**src/rtl/ob_mk_trade_seq_if.sv**
```systemverilog
// ob_mk_trade_seq_if
// Bundles the sequencer's ownership handshake, trade-decision query/result,
// table-update command and egress trade-record channels.
//   master : the sequencer side (drives mk_req/mk_done, trade_qry, upd_*, rsp_*,
//            trade_cnt, err_r)
//   slave  : the surrounding controller / decision logic / table / egress side
interface ob_mk_trade_seq_if #(
  parameter int UID_W   = 32,
  parameter int QTY_W   = 16,
  parameter int PRICE_W = 20
);
  // ownership handshake with the top-level controller
  logic               mk_pending;
  logic               mk_req;
  logic               mk_gnt;
  logic               mk_done;
  // trade decision query / registered result
  logic               trade_qry;
  logic               trade_vld_r;
  logic [2:0]         trade_kind;
  logic [UID_W-1:0]   ask_uid;
  logic [UID_W-1:0]   bid_uid;
  logic [PRICE_W-1:0] ask_price;
  logic [PRICE_W-1:0] bid_price;
  logic               ask_consumed;
  logic               bid_consumed;
  logic [QTY_W-1:0]   quantity;
  logic [QTY_W-1:0]   remainder;
  // table / queue update command
  logic               upd_vld;
  logic               upd_ack;
  logic               upd_pop_ask;
  logic               upd_pop_bid;
  logic               upd_ask_lm;
  logic               upd_bid_lm;
  logic               upd_rem_vld;
  logic [QTY_W-1:0]   upd_rem;
  // egress trade record
  logic               rsp_vld;
  logic               rsp_accept;
  logic [UID_W-1:0]   rsp_ask_uid;
  logic [UID_W-1:0]   rsp_bid_uid;
  logic [PRICE_W-1:0] rsp_price;
  logic [QTY_W-1:0]   rsp_quantity;
  // status
  logic [31:0]        trade_cnt;
  logic               err_r;

  modport master (
    input  mk_pending, mk_gnt, trade_vld_r, trade_kind, ask_uid, bid_uid,
           ask_price, bid_price, ask_consumed, bid_consumed, quantity, remainder,
           upd_ack, rsp_accept,
    output mk_req, mk_done, trade_qry, upd_vld, upd_pop_ask, upd_pop_bid,
           upd_ask_lm, upd_bid_lm, upd_rem_vld, upd_rem, rsp_vld, rsp_ask_uid,
           rsp_bid_uid, rsp_price, rsp_quantity, trade_cnt, err_r
  );

  modport slave (
    output mk_pending, mk_gnt, trade_vld_r, trade_kind, ask_uid, bid_uid,
           ask_price, bid_price, ask_consumed, bid_consumed, quantity, remainder,
           upd_ack, rsp_accept,
    input  mk_req, mk_done, trade_qry, upd_vld, upd_pop_ask, upd_pop_bid,
           upd_ask_lm, upd_bid_lm, upd_rem_vld, upd_rem, rsp_vld, rsp_ask_uid,
           rsp_bid_uid, rsp_price, rsp_quantity, trade_cnt, err_r
  );
endinterface

```
**src/rtl/ob_mk_trade_seq.sv**
```systemverilog
// ob_mk_trade_seq
// Market-order trade sequencer. Requests table ownership, issues trade
// queries to the decision logic, captures each registered result, then
// issues the table update and the egress trade record in parallel (each with
// its own handshake). Runs up to BURST_N trades per grant before releasing.
// Ports:
//   clk  - clock
//   rst  - asynchronous active-high reset
//   bus  - ob_mk_trade_seq_if master modport (all handshake/data channels)
// All outputs are registered.
module ob_mk_trade_seq #(
  parameter int UID_W   = 32,
  parameter int QTY_W   = 16,
  parameter int PRICE_W = 20,
  parameter int BURST_N = 4
) (
  input  logic              clk,
  input  logic              rst,
  ob_mk_trade_seq_if.master bus
);

  localparam int              BC_W      = $clog2(BURST_N + 1);
  localparam logic [BC_W-1:0] BURST_LIM = BC_W'(BURST_N);

  typedef enum logic [2:0] {IDLE, REQ, QRY, WAIT, EMIT, REL} state_t;

  state_t             state_q, state_nx;
  logic [BC_W-1:0]    burst_q, burst_nx, burst_inc;
  logic [31:0]        cnt_q, cnt_nx;
  logic               err_q, err_nx;
  logic               upd_done_q, upd_done_nx;
  logic               rsp_done_q, rsp_done_nx;
  logic               capture;
  logic               kind_ok;
  logic               upd_hs, rsp_hs;

  logic               mk_req_q, mk_req_nx;
  logic               mk_done_q, mk_done_nx;
  logic               trade_qry_q, trade_qry_nx;
  logic               upd_vld_q, upd_vld_nx;
  logic               rsp_vld_q, rsp_vld_nx;

  // held trade, stored directly in output form
  logic               pop_ask_q, pop_bid_q, ask_lm_q, bid_lm_q, rem_vld_q;
  logic [QTY_W-1:0]   rem_q, qty_q;
  logic [UID_W-1:0]   ask_uid_q, bid_uid_q;
  logic [PRICE_W-1:0] price_q;

  always_comb begin
    state_nx    = state_q;
    burst_nx    = burst_q;
    cnt_nx      = cnt_q;
    err_nx      = err_q;
    upd_done_nx = upd_done_q;
    rsp_done_nx = rsp_done_q;
    capture     = 1'b0;
    kind_ok     = (bus.trade_kind == 3'b001) || (bus.trade_kind == 3'b010) ||
                  (bus.trade_kind == 3'b100);
    upd_hs      = upd_vld_q && bus.upd_ack;
    rsp_hs      = rsp_vld_q && bus.rsp_accept;
    burst_inc   = burst_q + BC_W'(1);

    case (state_q)
      IDLE: if (bus.mk_pending) state_nx = REQ;
      REQ:  if (bus.mk_gnt) state_nx = QRY;
      QRY:  state_nx = WAIT;
      WAIT: begin
        if (bus.trade_vld_r) begin
          if (!kind_ok || !(bus.ask_consumed || bus.bid_consumed)) begin
            err_nx   = 1'b1;
            state_nx = REL;
          end else begin
            capture     = 1'b1;
            upd_done_nx = 1'b0;
            rsp_done_nx = 1'b0;
            state_nx    = EMIT;
          end
        end else begin
          state_nx = REL;
        end
      end
      EMIT: begin
        // a channel counts as done in the same cycle its handshake occurs
        upd_done_nx = upd_done_q || upd_hs;
        rsp_done_nx = rsp_done_q || rsp_hs;
        if (upd_done_nx && rsp_done_nx) begin
          cnt_nx   = cnt_q + 32'd1;
          burst_nx = burst_inc;
          state_nx = ((burst_inc < BURST_LIM) && bus.mk_pending) ? QRY : REL;
        end
      end
      REL: begin
        burst_nx = '0;
        state_nx = IDLE;
      end
      default: state_nx = IDLE;
    endcase

    // outputs are registered, so they are decoded from the next state
    mk_req_nx    = (state_nx == REQ) || (state_nx == QRY) ||
                   (state_nx == WAIT) || (state_nx == EMIT);
    mk_done_nx   = (state_nx == REL);
    trade_qry_nx = (state_nx == QRY);
    upd_vld_nx   = (state_nx == EMIT) && (capture || (upd_vld_q && !bus.upd_ack));
    rsp_vld_nx   = (state_nx == EMIT) && (capture || (rsp_vld_q && !bus.rsp_accept));
  end

  always_ff @(posedge clk or posedge rst) begin
    if (rst) begin
      state_q     <= IDLE;
      burst_q     <= '0;
      cnt_q       <= '0;
      err_q       <= 1'b0;
      upd_done_q  <= 1'b0;
      rsp_done_q  <= 1'b0;
      mk_req_q    <= 1'b0;
      mk_done_q   <= 1'b0;
      trade_qry_q <= 1'b0;
      upd_vld_q   <= 1'b0;
      rsp_vld_q   <= 1'b0;
      pop_ask_q   <= 1'b0;
      pop_bid_q   <= 1'b0;
      ask_lm_q    <= 1'b0;
      bid_lm_q    <= 1'b0;
      rem_vld_q   <= 1'b0;
      rem_q       <= '0;
      qty_q       <= '0;
      ask_uid_q   <= '0;
      bid_uid_q   <= '0;
      price_q     <= '0;
    end else begin
      state_q     <= state_nx;
      burst_q     <= burst_nx;
      cnt_q       <= cnt_nx;
      err_q       <= err_nx;
      upd_done_q  <= upd_done_nx;
      rsp_done_q  <= rsp_done_nx;
      mk_req_q    <= mk_req_nx;
      mk_done_q   <= mk_done_nx;
      trade_qry_q <= trade_qry_nx;
      upd_vld_q   <= upd_vld_nx;
      rsp_vld_q   <= rsp_vld_nx;
      if (capture) begin
        pop_ask_q <= bus.ask_consumed;
        pop_bid_q <= bus.bid_consumed;
        ask_lm_q  <= bus.trade_kind[1];  // lm_ask_mk_bid
        bid_lm_q  <= bus.trade_kind[0];  // mk_ask_lm_bid
        rem_vld_q <= bus.ask_consumed ^ bus.bid_consumed;
        rem_q     <= bus.remainder;
        qty_q     <= bus.quantity;
        ask_uid_q <= bus.ask_uid;
        bid_uid_q <= bus.bid_uid;
        // a limit bid sets the price against a market ask; otherwise the ask does
        price_q   <= bus.trade_kind[0] ? bus.bid_price : bus.ask_price;
      end
    end
  end

  assign bus.mk_req       = mk_req_q;
  assign bus.mk_done      = mk_done_q;
  assign bus.trade_qry    = trade_qry_q;
  assign bus.upd_vld      = upd_vld_q;
  assign bus.upd_pop_ask  = pop_ask_q;
  assign bus.upd_pop_bid  = pop_bid_q;
  assign bus.upd_ask_lm   = ask_lm_q;
  assign bus.upd_bid_lm   = bid_lm_q;
  assign bus.upd_rem_vld  = rem_vld_q;
  assign bus.upd_rem      = rem_q;
  assign bus.rsp_vld      = rsp_vld_q;
  assign bus.rsp_ask_uid  = ask_uid_q;
  assign bus.rsp_bid_uid  = bid_uid_q;
  assign bus.rsp_price    = price_q;
  assign bus.rsp_quantity = qty_q;
  assign bus.trade_cnt    = cnt_q;
  assign bus.err_r        = err_q;

endmodule

```
**src/flat_wrapper.sv**
```systemverilog
// flat-port wrapper written by rule: the top's interface ports become plain ports
module ob_mk_trade_seq_flat 
#(
  parameter int UID_W   = 32,
  parameter int QTY_W   = 16,
  parameter int PRICE_W = 20,
  parameter int BURST_N = 4
)
  (clk, rst, bus_mk_pending, bus_mk_gnt, bus_trade_vld_r, bus_trade_kind, bus_ask_uid, bus_bid_uid, bus_ask_price, bus_bid_price, bus_ask_consumed, bus_bid_consumed, bus_quantity, bus_remainder, bus_upd_ack, bus_rsp_accept, bus_mk_req, bus_mk_done, bus_trade_qry, bus_upd_vld, bus_upd_pop_ask, bus_upd_pop_bid, bus_upd_ask_lm, bus_upd_bid_lm, bus_upd_rem_vld, bus_upd_rem, bus_rsp_vld, bus_rsp_ask_uid, bus_rsp_bid_uid, bus_rsp_price, bus_rsp_quantity, bus_trade_cnt, bus_err_r);
  ob_mk_trade_seq_if #(.UID_W(UID_W), .QTY_W(QTY_W), .PRICE_W(PRICE_W)) bus_i ();
  input  logic clk;
  input  logic rst;
  input wire logic [$bits(bus_i.mk_pending)-1:0] bus_mk_pending;
  input wire logic [$bits(bus_i.mk_gnt)-1:0] bus_mk_gnt;
  input wire logic [$bits(bus_i.trade_vld_r)-1:0] bus_trade_vld_r;
  input wire logic [$bits(bus_i.trade_kind)-1:0] bus_trade_kind;
  input wire logic [$bits(bus_i.ask_uid)-1:0] bus_ask_uid;
  input wire logic [$bits(bus_i.bid_uid)-1:0] bus_bid_uid;
  input wire logic [$bits(bus_i.ask_price)-1:0] bus_ask_price;
  input wire logic [$bits(bus_i.bid_price)-1:0] bus_bid_price;
  input wire logic [$bits(bus_i.ask_consumed)-1:0] bus_ask_consumed;
  input wire logic [$bits(bus_i.bid_consumed)-1:0] bus_bid_consumed;
  input wire logic [$bits(bus_i.quantity)-1:0] bus_quantity;
  input wire logic [$bits(bus_i.remainder)-1:0] bus_remainder;
  input wire logic [$bits(bus_i.upd_ack)-1:0] bus_upd_ack;
  input wire logic [$bits(bus_i.rsp_accept)-1:0] bus_rsp_accept;
  output wire logic [$bits(bus_i.mk_req)-1:0] bus_mk_req;
  output wire logic [$bits(bus_i.mk_done)-1:0] bus_mk_done;
  output wire logic [$bits(bus_i.trade_qry)-1:0] bus_trade_qry;
  output wire logic [$bits(bus_i.upd_vld)-1:0] bus_upd_vld;
  output wire logic [$bits(bus_i.upd_pop_ask)-1:0] bus_upd_pop_ask;
  output wire logic [$bits(bus_i.upd_pop_bid)-1:0] bus_upd_pop_bid;
  output wire logic [$bits(bus_i.upd_ask_lm)-1:0] bus_upd_ask_lm;
  output wire logic [$bits(bus_i.upd_bid_lm)-1:0] bus_upd_bid_lm;
  output wire logic [$bits(bus_i.upd_rem_vld)-1:0] bus_upd_rem_vld;
  output wire logic [$bits(bus_i.upd_rem)-1:0] bus_upd_rem;
  output wire logic [$bits(bus_i.rsp_vld)-1:0] bus_rsp_vld;
  output wire logic [$bits(bus_i.rsp_ask_uid)-1:0] bus_rsp_ask_uid;
  output wire logic [$bits(bus_i.rsp_bid_uid)-1:0] bus_rsp_bid_uid;
  output wire logic [$bits(bus_i.rsp_price)-1:0] bus_rsp_price;
  output wire logic [$bits(bus_i.rsp_quantity)-1:0] bus_rsp_quantity;
  output wire logic [$bits(bus_i.trade_cnt)-1:0] bus_trade_cnt;
  output wire logic [$bits(bus_i.err_r)-1:0] bus_err_r;
  assign bus_i.mk_pending = bus_mk_pending;
  assign bus_i.mk_gnt = bus_mk_gnt;
  assign bus_i.trade_vld_r = bus_trade_vld_r;
  assign bus_i.trade_kind = bus_trade_kind;
  assign bus_i.ask_uid = bus_ask_uid;
  assign bus_i.bid_uid = bus_bid_uid;
  assign bus_i.ask_price = bus_ask_price;
  assign bus_i.bid_price = bus_bid_price;
  assign bus_i.ask_consumed = bus_ask_consumed;
  assign bus_i.bid_consumed = bus_bid_consumed;
  assign bus_i.quantity = bus_quantity;
  assign bus_i.remainder = bus_remainder;
  assign bus_i.upd_ack = bus_upd_ack;
  assign bus_i.rsp_accept = bus_rsp_accept;
  assign bus_mk_req = bus_i.mk_req;
  assign bus_mk_done = bus_i.mk_done;
  assign bus_trade_qry = bus_i.trade_qry;
  assign bus_upd_vld = bus_i.upd_vld;
  assign bus_upd_pop_ask = bus_i.upd_pop_ask;
  assign bus_upd_pop_bid = bus_i.upd_pop_bid;
  assign bus_upd_ask_lm = bus_i.upd_ask_lm;
  assign bus_upd_bid_lm = bus_i.upd_bid_lm;
  assign bus_upd_rem_vld = bus_i.upd_rem_vld;
  assign bus_upd_rem = bus_i.upd_rem;
  assign bus_rsp_vld = bus_i.rsp_vld;
  assign bus_rsp_ask_uid = bus_i.rsp_ask_uid;
  assign bus_rsp_bid_uid = bus_i.rsp_bid_uid;
  assign bus_rsp_price = bus_i.rsp_price;
  assign bus_rsp_quantity = bus_i.rsp_quantity;
  assign bus_trade_cnt = bus_i.trade_cnt;
  assign bus_err_r = bus_i.err_r;
  ob_mk_trade_seq #(.UID_W(UID_W), .QTY_W(QTY_W), .PRICE_W(PRICE_W), .BURST_N(BURST_N)) u_core (.clk(clk), .rst(rst), .bus(bus_i));
endmodule
```
**config.mk**
```make
export PLATFORM = sky130hd
export DESIGN_NAME = ob_mk_trade_seq_flat
export DESIGN_NICKNAME = d
export VERILOG_FILES = /design/src/rtl/ob_mk_trade_seq_if.sv /design/src/rtl/ob_mk_trade_seq.sv /design/src/flat_wrapper.sv
export SDC_FILE = /design/constraint.sdc
export NUM_CORES = 1
export LEC_CHECK = 0
export CORE_MARGIN = 5
export CORE_UTILIZATION = 45
export DETAILED_ROUTE_END_ITERATION = 10
export GPL_ROUTABILITY_DRIVEN = 0
export PLACE_DENSITY = 0.92
export SLEW_MARGIN = 20
export SYNTH_ARGS = -nofsm -noshare
export SYNTH_HDL_FRONTEND = slang
export SYNTH_SLANG_ARGS = --single-unit
```
**constraint.sdc**
```tcl
create_clock -name clk -period 9.1 [get_ports clk]
set_input_delay 1.82 -clock clk [delete_from_list [all_inputs] [get_ports clk]]
set_output_delay 1.82 -clock clk [all_outputs]
set_load 0.05 [all_outputs]
```
After elaboration in Yosys (flattened, before gate mapping)
Index checks and enable logic that the tools add are counted.
- register bits after elaboration: 167
- input bits: 148
- output and inout bits: 159
- add/sub/neg operators: 2
- $lt $le $gt $ge: 1
- equality and inequality tests: 16
- mux-type cells: 17
- bitwise logic cells: 1
- reductions and logical operators: 30
- operators by type and width (kind ; count):
    $add 32x1->32 const B ; 1
    $mux 20 ; 1
    $eq 3x2->1 const B ; 5
    $eq 3x3->1 const B ; 5
    $mux 3 ; 5
    $pmux 3 s5 ; 1
    $logic_or 1x1->1 ; 11
    $eq 3x1->1 const B ; 3
    $logic_and 1x1->1 ; 8
    $mux 1 ; 7
    $pmux 3 s2 ; 1
    $reduce_and 3->1 ; 2
    $logic_not 1->1 ; 4
    $ne 2x2->1 const B ; 2
    $pmux 1 s2 ; 2
    $reduce_and 2->1 ; 2
    $reduce_bool 2->1 ; 2
    $add 3x1->3 const B ; 1
    $logic_not 3->1 ; 1
    $lt 3x3->1 const B ; 1
    $ne 2x1->1 const B ; 1
    $xor 1x1->1 ; 1

Longest topological paths before layout
Gate-level depths: netlist of the first run.
- word-level depth: 12
- depth in mapped cells: 9
- gate-level depth less buffers: 6

Least setup slack after synthesis of the first run
Ideal clock, no wire load.
- path type: input -> register
- from: in bus_trade_kind[0]
- to: reg u_core.rem_q[0] (netlist: u_core.bus.upd_rem[0])
- setup time: 0.118 ns
- arrival: 3.094 ns
- required time: 8.982 ns
- setup slack: 5.888 ns
- cell stages on the path: 9
- path buffers: 4
- cell sequence: buf_2 -> o21a_1 -> a211oi_2 -> nand3_1 -> buf_2 -> buf_2 -> buf_6 -> nand2_1 -> nand2_1
- word-level cells in the longest chain between the ends: 8
- elaborated cells on any way between the ends: 10
- RTL lines (item ; line ; text):
    start, declared ; flat_wrapper.sv:16 ; input wire logic [$bits(bus_i.trade_kind)-1:0] bus_trade_kind;
    $eq 3x1->1 or $eq 3x2->1 (tied branches) ; ob_mk_trade_seq.sv:57 ; kind_ok = (bus.trade_kind == 3'b001) || (bus.trade_kind == 3'b010) ||
    $logic_or 1x1->1 ; ob_mk_trade_seq.sv:57 ;
    $logic_or 1x1->1 (*) ; ob_mk_trade_seq.sv:57 ;
    $logic_not 1->1 (*) ; ob_mk_trade_seq.sv:69 ; if (!kind_ok || !(bus.ask_consumed || bus.bid_consumed)) begin
    $logic_or 1x1->1 (*) ; ob_mk_trade_seq.sv:69 ;
    $mux 1 (*) ; ob_mk_trade_seq.sv:69 ;
    $mux 1 (*) ; ob_mk_trade_seq.sv:68 ; if (bus.trade_vld_r) begin
    $mux 1 (*) ; ob_mk_trade_seq.sv:63 ; case (state_q)
    end signal, assigned ; ob_mk_trade_seq.sv:149 ; rem_q <= bus.remainder;
    end, declared ; ob_mk_trade_seq.sv:45 ; logic [QTY_W-1:0] rem_q, qty_q;
Every way passes the cells marked *; elsewhere a longest branch is shown, timed or not.
A chain may end at the register's enable or synchronous reset.

Final worst setup path of the first run
- from: in bus_trade_kind[0]
- to: reg u_core.price_q[6] (netlist: u_core.bus.rsp_price[6])
- word-level cells in the longest chain between the ends: 8
- elaborated cells on any way between the ends: 11
- RTL lines (item ; line ; text):
    $eq 3x1->1 or $eq 3x2->1 (tied branches) ; ob_mk_trade_seq.sv:57 ;
    $logic_or 1x1->1 (2 in a row) ; ob_mk_trade_seq.sv:57 ;
    $logic_not 1->1 ; ob_mk_trade_seq.sv:69 ;
    $logic_or 1x1->1 ; ob_mk_trade_seq.sv:69 ;
    $mux 1 ; ob_mk_trade_seq.sv:69 ;
    $mux 1 ; ob_mk_trade_seq.sv:68 ;
    $mux 1 ; ob_mk_trade_seq.sv:63 ;
    end signal, assigned ; ob_mk_trade_seq.sv:154 ; price_q <= bus.trade_kind[0] ? bus.bid_price : bus.ask_price;
    end, declared ; ob_mk_trade_seq.sv:47 ; logic [PRICE_W-1:0] price_q;
Parallel ways exist; a longest one is shown, timed or not.

==> results of run 1 <==
## routing by layer
metal  up-vias  part of all wire (%)  routed length, µm
met5         -                     0                  0
met4         0                   3.3                685
met3        49                   8.6               1765
met2       244                    51              10410
met1      2878                    38               7722
li1       2841                     -                  -
## cell usage in the layout, fill, tap and decap left out, drive strengths merged, types with 2 or more instances in the layout
cell / n
nand2: 333
clkbuf: 19
o21ai: 28
nand4: 9
o21bai: 2
o41ai: 2
dfrtp: 167
a31oi: 2
and2: 4
inv: 9
clkinv: 5
ha: 3
nor3: 3
buf: 4
a21oi: 6
a21o: 2
clkdlybuf4s50: 306
clkinvlp: 4
xnor2: 29
nand3: 14
xor2: 4
nor2: 11
and4: 5
nand2b: 2
mux2i: 20
and3: 8
## cell type report
class	instances	area (µm²)
Clock inverter	13	122.6
Tap cell	188	235.2
Sequential cell	167	4179
Fill cell	1080	4472
Inverter	6	27.53
Timing Repair Buffer	310	3113
Clock buffer	19	442.9
Multi-Input combinational cell	498	2497
## sequential cells by signal, summed over array words and instances, names as in the netlist, 3 cells and up
signal and count:
u_core.bus.rsp_ask_uid 32, u_core.bus.rsp_bid_uid 32, u_core.bus.trade_cnt 32, u_core.bus.rsp_price 20, u_core.bus.rsp_quantity 16, u_core.bus.upd_rem 16, u_core.burst_q 3, u_core.state_q 3
## cells by family after synthesis
kind of cell | after synthesis | share of synthesized area (%)
simple gates | 394 | 23.93
flops | 167 | 60.60
compound gates | 47 | 4.118
buf+inv | 43 | 3.447
xor+xnor | 33 | 4.300
mux | 21 | 3.066
fa+ha+maj | 3 | 0.5443
## metrics by stage
step                total power, mW  std cells  area [µm²]  util [%]
global route                  3.858       1201       10620     70.36
global placement              2.973       1168       10020     66.43
detailed placement            3.023       1168       10020     66.43
floorplan                     2.313        708        6897         -
CTS                           3.720       1200       10590     70.18
finish                        3.692       1201       10620     70.36
## worst max-delay path by stage
stage	to	cells after the start	startpoint
6_report	u_core.bus.rsp_price[6]$_DFFE_PP0P_	8	bus_trade_kind[0]
5_1_grt	u_core.bus.rsp_price[6]$_DFFE_PP0P_	8	bus_trade_kind[0]
4_1_cts	u_core.bus.rsp_price[6]$_DFFE_PP0P_	8	bus_trade_kind[0]
3_5_place_dp	u_core.bus.rsp_price[7]$_DFFE_PP0P_	8	bus_trade_kind[0]
3_3_place_gp	u_core.bus.rsp_price[6]$_DFFE_PP0P_	8	bus_trade_kind[0]
2_1_floorplan	u_core.burst_q[0]$_DFFE_PP0P_	1	rst
## worst max-delay path, stage by stage
cell             delay [ns]
clkdlybuf4s50_1        0.45
buf_4                  0.39
xnor2_1                0.16
a211oi_2               0.45
nand3_4                0.55
buf_4                  0.59
nand2_1                0.20
o21ai_0                0.12
## power breakdown
part / total (mW) / switching (mW) / leakage (nW) / internal (mW)
logic: 1.85 / 1.26 / 2.59 / 0.590
registers: 1.16 / 0.158 / 2.19 / 1.00
clock network: 0.683 / 0.297 / 0.266 / 0.387
==> out/metrics.cfg, run 1 <==
[sta]
fin_hold_ws_ns = 0.4713
fin_crit_sh_pct = 49.98
max_freq_mhz = 219.9
tns_ns = 0
setup_slack_ns = 4.552
period_needed_ns = 4.548
rsz0062_at_grt = no
setup-violations-final = 0
slew_headroom_pct = 37.20
worst_slew_pin_slew_ns = 0.9421
final_hold_viol_count = 0
skew_ns = 0.008592
maxSlewViolCount = 0

[placement]
portBuffers = 306
dp_hpwl_um = 15100
place_ws_ns = 4.147

[finish]
antenna_cells = 0
final_layout_size_suffix_gt1_share_pct = 5.035
layout.nets = 1151
area_delta_synth_final_pct = 53.96

[global_route]
grt_max_degree = 101
use_met1_pct = 25.65
grt_first_pass_wirelength_um = 32360
grt_util_met2_pct = 39.84
grt_pass1_vias = 6244
antenna_found_initial = 0
grt.total_usage_pct = 22.83
grt.met3_usage_pct = 7.764
grt-busiest-layer = met2
grt_overflow_total = 0

[min_path]
min_path_type = register to register
hold_depth = 2
holdPathEnd = u_core.bus.rsp_quantity[9]$_DFFE_PP0P_
worstHoldStart = u_core.bus.rsp_quantity[9]$_DFFE_PP0P_

[setup_path]
timing.rr.start = u_core.state_q[0]$_DFF_PP0_
critPathArrivalTime_ns = 4.79
crit_type = primary input to register
worstSetupEndpointType = register
r2r-end = u_core.bus.rsp_price[6]$_DFFE_PP0P_
path_max_fanout = 94
startpoint_type = primary input
r2r_slack_ns = 6.38
cp.required_ns = 9.35
reg2regPathDepth = 6

[synth]
synth_top_area_share_pct = 60.60
synthTopCellsByArea = dfrtp_1, nand2_1, xnor2_1
ys_seq_area_share_pct = 60.60
ys_ff_latch = 167
syn_avg_cell_area_um2 = 9.741
synth_ff_type = dfrtp_1
syn_area_um2 = 6897
synth_fp_nets = 859
yosys.area.top_type = dfrtp_1
ys_types = 41
synthCells = 708
async_flop_share_pct = 100.0
synth.most_common_cell = nand2_1
synth_common_cells = nand2_1, dfrtp_1, o21ai_0, xnor2_1, mux2i_1
ys_warn_count = 0
synth_edf_count = 0

[die]
dieArea_um2 = 17900
core_region_area_um2 = 15090
fp.dieH_um = 133.8
fp-row-count = 45
io_pins = 307
start_util_pct = 45.70
fp.dieW_um = 133.8

[cts]
clockRootBuffer = clkbuf_16
cts_num_sinks = 167
cts_buffer_depth = 2
cts_tree = done
clk_pin_slew_ns = 0.06
cts_htree_levels = 4
cts_setup_buffers = 0
cts_inserted_buffers = 17
cts_resized = 0
clock_latency_ns = 0.42
ctsHoldBuffers = 0

[drt]
ant_nets = 0
drcViolationCount = 0
num_vias = 6012
routed_wl_um = 20590
wire_per_inst_um = 17.14
drtIter0Drc = 326
drt-pass1-iter-count = 8
routed_via_density = 5.006

[run_status]
outcome = finished, final reports clean

[pwr]
peakVddDrop_mv = 0.2233
power_density_nw_per_um2 = 347.7
p_leak_nw = 5.050

[run]
maxCapViolCount = 0

Power figures use the tool's default switching activity.
==> inputs of run 2 (changes only) <==
--- a/config.mk
+++ b/config.mk
@@ -6,10 +6,10 @@
 export NUM_CORES = 1
 export LEC_CHECK = 0
 export CORE_MARGIN = 5
-export CORE_UTILIZATION = 45
+export CORE_UTILIZATION = 42
 export DETAILED_ROUTE_END_ITERATION = 10
 export GPL_ROUTABILITY_DRIVEN = 0
-export PLACE_DENSITY = 0.92
+export PLACE_DENSITY = 0.87
 export SLEW_MARGIN = 20
 export SYNTH_ARGS = -nofsm -noshare
 export SYNTH_HDL_FRONTEND = slang
==> constraint.sdc (replaced) <==
create_clock -name clk -period 4.2 [get_ports clk]
set_input_delay 0.84 -clock clk [delete_from_list [all_inputs] [get_ports clk]]
set_output_delay 0.84 -clock clk [all_outputs]
set_load 0.05 [all_outputs]
==> run 2 against run 1 <==
Against the previous run:
- sequential cell count did not move
- global-route usage is 1.7 points lower
- first-iteration DRC count fell by 16%
- clock-buffer cell count is 2 lower
- clock power is 110% higher
- utilization down 3.7 points
- critical endpoint is now u_core.bus.upd_bid_lm$_DFFE_PP0P_
- final area increased by 0.52%
- largest power group unchanged
- combinational power up 120%
==> out/metrics.cfg, run 2 (synthesis results as in run 1) <==
[run_status]
outcome = finished, final reports clean

[drt]
routed_wl_um = 20360
drcViolationCount = 0
drt-pass1-iter-count = 4
wire_per_inst_um = 16.54
drtIter0Drc = 275
num_vias = 5863
routed_via_density = 4.763
ant_nets = 0

[cts]
cts_num_sinks = 167
cts_resized = 0
cts_buffer_depth = 2
clock_latency_ns = 0.42
cts_inserted_buffers = 17
cts_tree = done
ctsHoldBuffers = 0
clk_pin_slew_ns = 0.06
cts_htree_levels = 4
cts_setup_buffers = 0
clockRootBuffer = clkbuf_16

[setup_path]
timing.rr.start = u_core.state_q[0]$_DFF_PP0_
critPathArrivalTime_ns = 3.01
worstSetupEndpointType = register
r2r_slack_ns = 1.80
reg2regPathDepth = 5
cp.required_ns = 4.55
path_max_fanout = 51
setup.worst_path.start = bus_bid_consumed
startpoint_type = primary input
r2r-end = u_core.bus.trade_cnt[31]$_DFFE_PP0P_
crit_type = primary input to register

[sta]
fin_crit_sh_pct = 63.27
slew_headroom_pct = 41.05
skew_ns = 0.01279
tns_ns = 0
setup-violations-final = 0
rsz0062_at_grt = no
maxSlewViolCount = 0
max_freq_mhz = 376.3
worst_slew_pin_slew_ns = 0.8842
period_needed_ns = 2.657
final_hold_viol_count = 0

[pwr]
intPower_mw = 4.278
power_frac_comb_pct = 50.0
clkPwrFrac_pct = 18.4
total_power_mw = 7.968
p_leak_nw = 5.060
peakVddDrop_mv = 0.5261
seqPwrFrac_pct = 31.6
switching_power_mw = 3.690
power_density_nw_per_um2 = 746.6
swShare_pct = 46.31

[global_route]
grt_pass1_vias = 6149
grt.total_usage_pct = 21.16
antenna_found_initial = 0
grt_first_pass_wirelength_um = 32480
grt_overflow_total = 0
grt_max_degree = 168

[die]
fp.dieW_um = 138.1
dieArea_um2 = 19080
fp.dieH_um = 138.1
io_pins = 307
core_region_area_um2 = 16000
start_util_pct = 43.10
fp-row-count = 46

[finish]
final_common_cell = nand2_1
final_cell_mix = nand2_1, clkdlybuf4s50_1, dfrtp_1, xnor2_1, o21ai_0
area_delta_synth_final_pct = 54.75
final_layout_size_suffix_gt1_share_pct = 5.419
layout.nets = 1154
layout.cells.non_filler = 1231
antenna_cells = 0

[min_path]
holdPathEnd = u_core.bus.rsp_quantity[7]$_DFFE_PP0P_
min_path_type = register to register
worstHoldStart = u_core.bus.rsp_quantity[7]$_DFFE_PP0P_
hold_depth = 2

[placement]
portBuffers = 306
dp_hpwl_um = 15340
dp.cells = 1200

[run]
maxCapViolCount = 0

[run 2: changes by cell type in the layout (fill, tap and decap cells not counted), sizes merged]
cell           before  now
buf                 4    8
clkdlybuf4s50     306  305
clkinv              5    3
inv                 9   10
clkinvlp            4    6
clkbuf             19   17
[run 2: area by class of cell]
class                   instances  area (µm²)
inverters                       6       26.28
well taps                     216       270.3
multi-input cells             498        2497
clock buffers                  17       425.4
flip-flops and latches        167        4179
repair buffers                313        3148
fillers                      1233        5328
clock inverters                14       126.4
[run 2: critical path, stage by stage]
cell	delay, ns
clkdlybuf4s50_1	0.45
inv_1	0.05
ha_1	0.22
a211oi_2	0.32
and3_4	0.65
buf_4	0.30
nand2_1	0.07
nand2_1	0.06
[run 2: power groups by stage]
stage / Combinational (mW) / Sequential (mW) / Clock (mW)
after global placement: 3.95 / 2.51 / 0
after detailed placement: 4.02 / 2.53 / 0
final: 3.98 / 2.52 / 1.46
after global routing: 4.18 / 2.59 / 1.56
after CTS: 4.03 / 2.52 / 1.50
after floorplan: 0.610 / 4.40 / 0
[run 2: metal layers]
| layer | GRT usage (%) | up-vias | part of all wire, % |
|---|---|---|---|
| met5 | 0 | - | 0 |
| met4 | 6.864 | 0 | 2.0 |
| met3 | 7.379 | 26 | 7.9 |
| met2 | 36.74 | 224 | 50 |
| met1 | 24.59 | 2774 | 40 |
| li1 | - | 2839 | - |
[run 2: stage by stage]
step | hold slack, ns | util [%] | setup slack (ns) | instance area [µm²]
after floorplan | 0.4633 | - | 1.233 | 6900
after global placement | 0.4566 | 63.25 | 1.135 | 10120
final | 0.4737 | 66.70 | 1.543 | 10670
after global routing | 0.4903 | 66.70 | 1.384 | 10670
after detailed placement | 0.4621 | 63.25 | 1.069 | 10120
after CTS | 0.4782 | 66.70 | 1.532 | 10670
[run 2: how the worst max path moves through the flow]
stage | end | slack [ns] | cells after the start
finish | u_core.bus.upd_bid_lm$_DFFE_PP0P_ | 1.54 | 8
global route | u_core.bus.rsp_price[14]$_DFFE_PP0P_ | 1.38 | 8
CTS | u_core.bus.rsp_bid_uid[1]$_DFFE_PP0P_ | 1.53 | 8
detailed placement | u_core.bus.rsp_bid_uid[1]$_DFFE_PP0P_ | 1.07 | 8
global placement | u_core.bus.rsp_bid_uid[1]$_DFFE_PP0P_ | 1.13 | 8
floorplan | u_core.burst_q[0]$_DFFE_PP0P_ | 1.23 | 1
==> inputs of run 3 (changes only) <==
==> constraint.sdc (replaced) <==
create_clock -name clk -period 2.8 [get_ports clk]
set_input_delay 0.56 -clock clk [delete_from_list [all_inputs] [get_ports clk]]
set_output_delay 0.56 -clock clk [all_outputs]
set_load 0.05 [all_outputs]
==> run 3 against run 2 <==
Against the previous run:
- sequential cell count is the same
- die area is the same
- worst hold slack lost 0.0011 ns
- critical path depth shrank 7
- largest power group unchanged
- highest routed layer is now met5
==> out/metrics.cfg, run 3 (synthesis results as in run 1) <==
[sta]
max_freq_mhz = 427.7
maxSlewViolCount = 0
tns_ns = 0
skew_ns = 0.008258
slew_headroom_pct = 60.62
setup-violations-final = 0
rsz0062_at_grt = no
fin_crit_sh_pct = 83.50
final_hold_viol_count = 0
setup_slack_ns = 0.4619
worst_slew_pin_slew_ns = 0.5907
period_needed_ns = 2.338

[placement]
portBuffers = 306
dp_hpwl_um = 15220
place_ws_ns = 0.3234

[finish]
final_cell_mix = nand2_1, clkdlybuf4s50_1, dfrtp_1, xnor2_1, o21ai_0
final_layout_size_suffix_gt1_share_pct = 5.403
final_common_cell = nand2_1
area_delta_synth_final_pct = 55.39
layout.nets = 1157
antenna_cells = 0

[die]
fp-row-count = 46
core_region_area_um2 = 16000
fp.dieW_um = 138.1
fp.dieH_um = 138.1
dieArea_um2 = 19080
start_util_pct = 43.10
io_pins = 307

[run]
maxCapViolCount = 0

[setup_path]
critPathArrivalTime_ns = 1.78
startpoint_type = register
cp_slowest_cell = clkdlybuf4s50_1
cp.required_ns = 2.24
path_max_fanout = 7
crit_family = buffers and inverters
worstSetupEndpointType = primary output
max_stage_delay_ns = 0.88
crit_type = register to primary output
cp_cell_sequence = clkdlybuf4s50_1
critPathBufInv = 1

[global_route]
grt_first_pass_wirelength_um = 32550
antenna_found_initial = 1
grt_overflow_total = 0
grt_max_degree = 105
grt.total_usage_pct = 21.05
grt_pass1_vias = 6177

[min_path]
min_path_type = register to register

[run_status]
outcome = finished, final reports clean

[drt]
num_vias = 5963
drt-pass1-iter-count = 4
drtIter0Drc = 318
ant_nets = 0
routed_via_density = 4.832
drcViolationCount = 0
wire_per_inst_um = 16.46
routed_wl_um = 20310

[cts]
cts_htree_levels = 4
clock_latency_ns = 0.41
cts_inserted_buffers = 17
cts_resized = 0
cts_buffer_depth = 2
cts_setup_buffers = 0
cts_tree = done
ctsHoldBuffers = 0
clockRootBuffer = clkbuf_16
cts_num_sinks = 167
clk_pin_slew_ns = 0.06

[pwr]
power_density_nw_per_um2 = 1108
p_leak_nw = 5.073
peakVddDrop_mv = 0.7766

[run 3: cell type report]
cell class,instances,area [µm²]
fillers,1263,5284
clock buffers,22,464.2
well taps,216,270.3
inverters,6,26.28
repair buffers,316,3208
flip-flops and latches,167,4179
multi-input cells,498,2497
clock inverters,9,71.32
[run 3: through the flow]
step / hold slack (ns) / cells / cell area, µm² / util [%] / total power, mW
2_1_floorplan: 0.4633 / 708 / 6900 / - / 7.519
4_1_cts: 0.4764 / 1234 / 10720 / 66.98 / 11.99
5_1_grt: 0.4954 / 1234 / 10720 / 66.98 / 12.44
6_report: 0.4726 / 1234 / 10720 / 66.98 / 11.87
3_3_place_gp: 0.4561 / 1203 / 10180 / 63.63 / 9.692
3_5_place_dp: 0.4612 / 1203 / 10180 / 63.63 / 9.833
[run 3: per-layer routing]
layer / global-route usage [%] / share of wire, % / wire, µm / up-vias
met3: 7.724 / 8.6 / 1738 / 36
met5: 0 / 0.039 / 8 / -
met1: 24.31 / 39 / 8013 / 2826
li1: - / - / - / 2852
met4: 7.904 / 2.7 / 544 / 2
met2: 35.92 / 49 / 10000 / 247
[run 3: worst paths after layout]
check	startpoint	endpoint	slack [ns]	cells past startpoint
hold / removal	u_core.bus.rsp_bid_uid[16]$_DFFE_PP0P_	u_core.bus.rsp_bid_uid[16]$_DFFE_PP0P_	0.47	2
min in group asynchronous	rst	u_core.bus.trade_cnt[2]$_DFFE_PP0P_	0.65	3
setup reg to reg	u_core.state_q[0]$_DFF_PP0_	u_core.bus.trade_cnt[25]$_DFFE_PP0P_	0.63	6
hold reg to reg	u_core.bus.rsp_bid_uid[16]$_DFFE_PP0P_	u_core.bus.rsp_bid_uid[16]$_DFFE_PP0P_	0.47	2
setup / recovery	u_core.bus.trade_cnt[11]$_DFFE_PP0P_	bus_trade_cnt[11]	0.46	1
max in group asynchronous	rst	u_core.bus.rsp_ask_uid[7]$_DFFE_PP0P_	1.61	3
[run 3: power by group]
group	internal [mW]	switching, mW
clock network	1.18	0.937
logic	1.93	4.05
registers	3.26	0.505
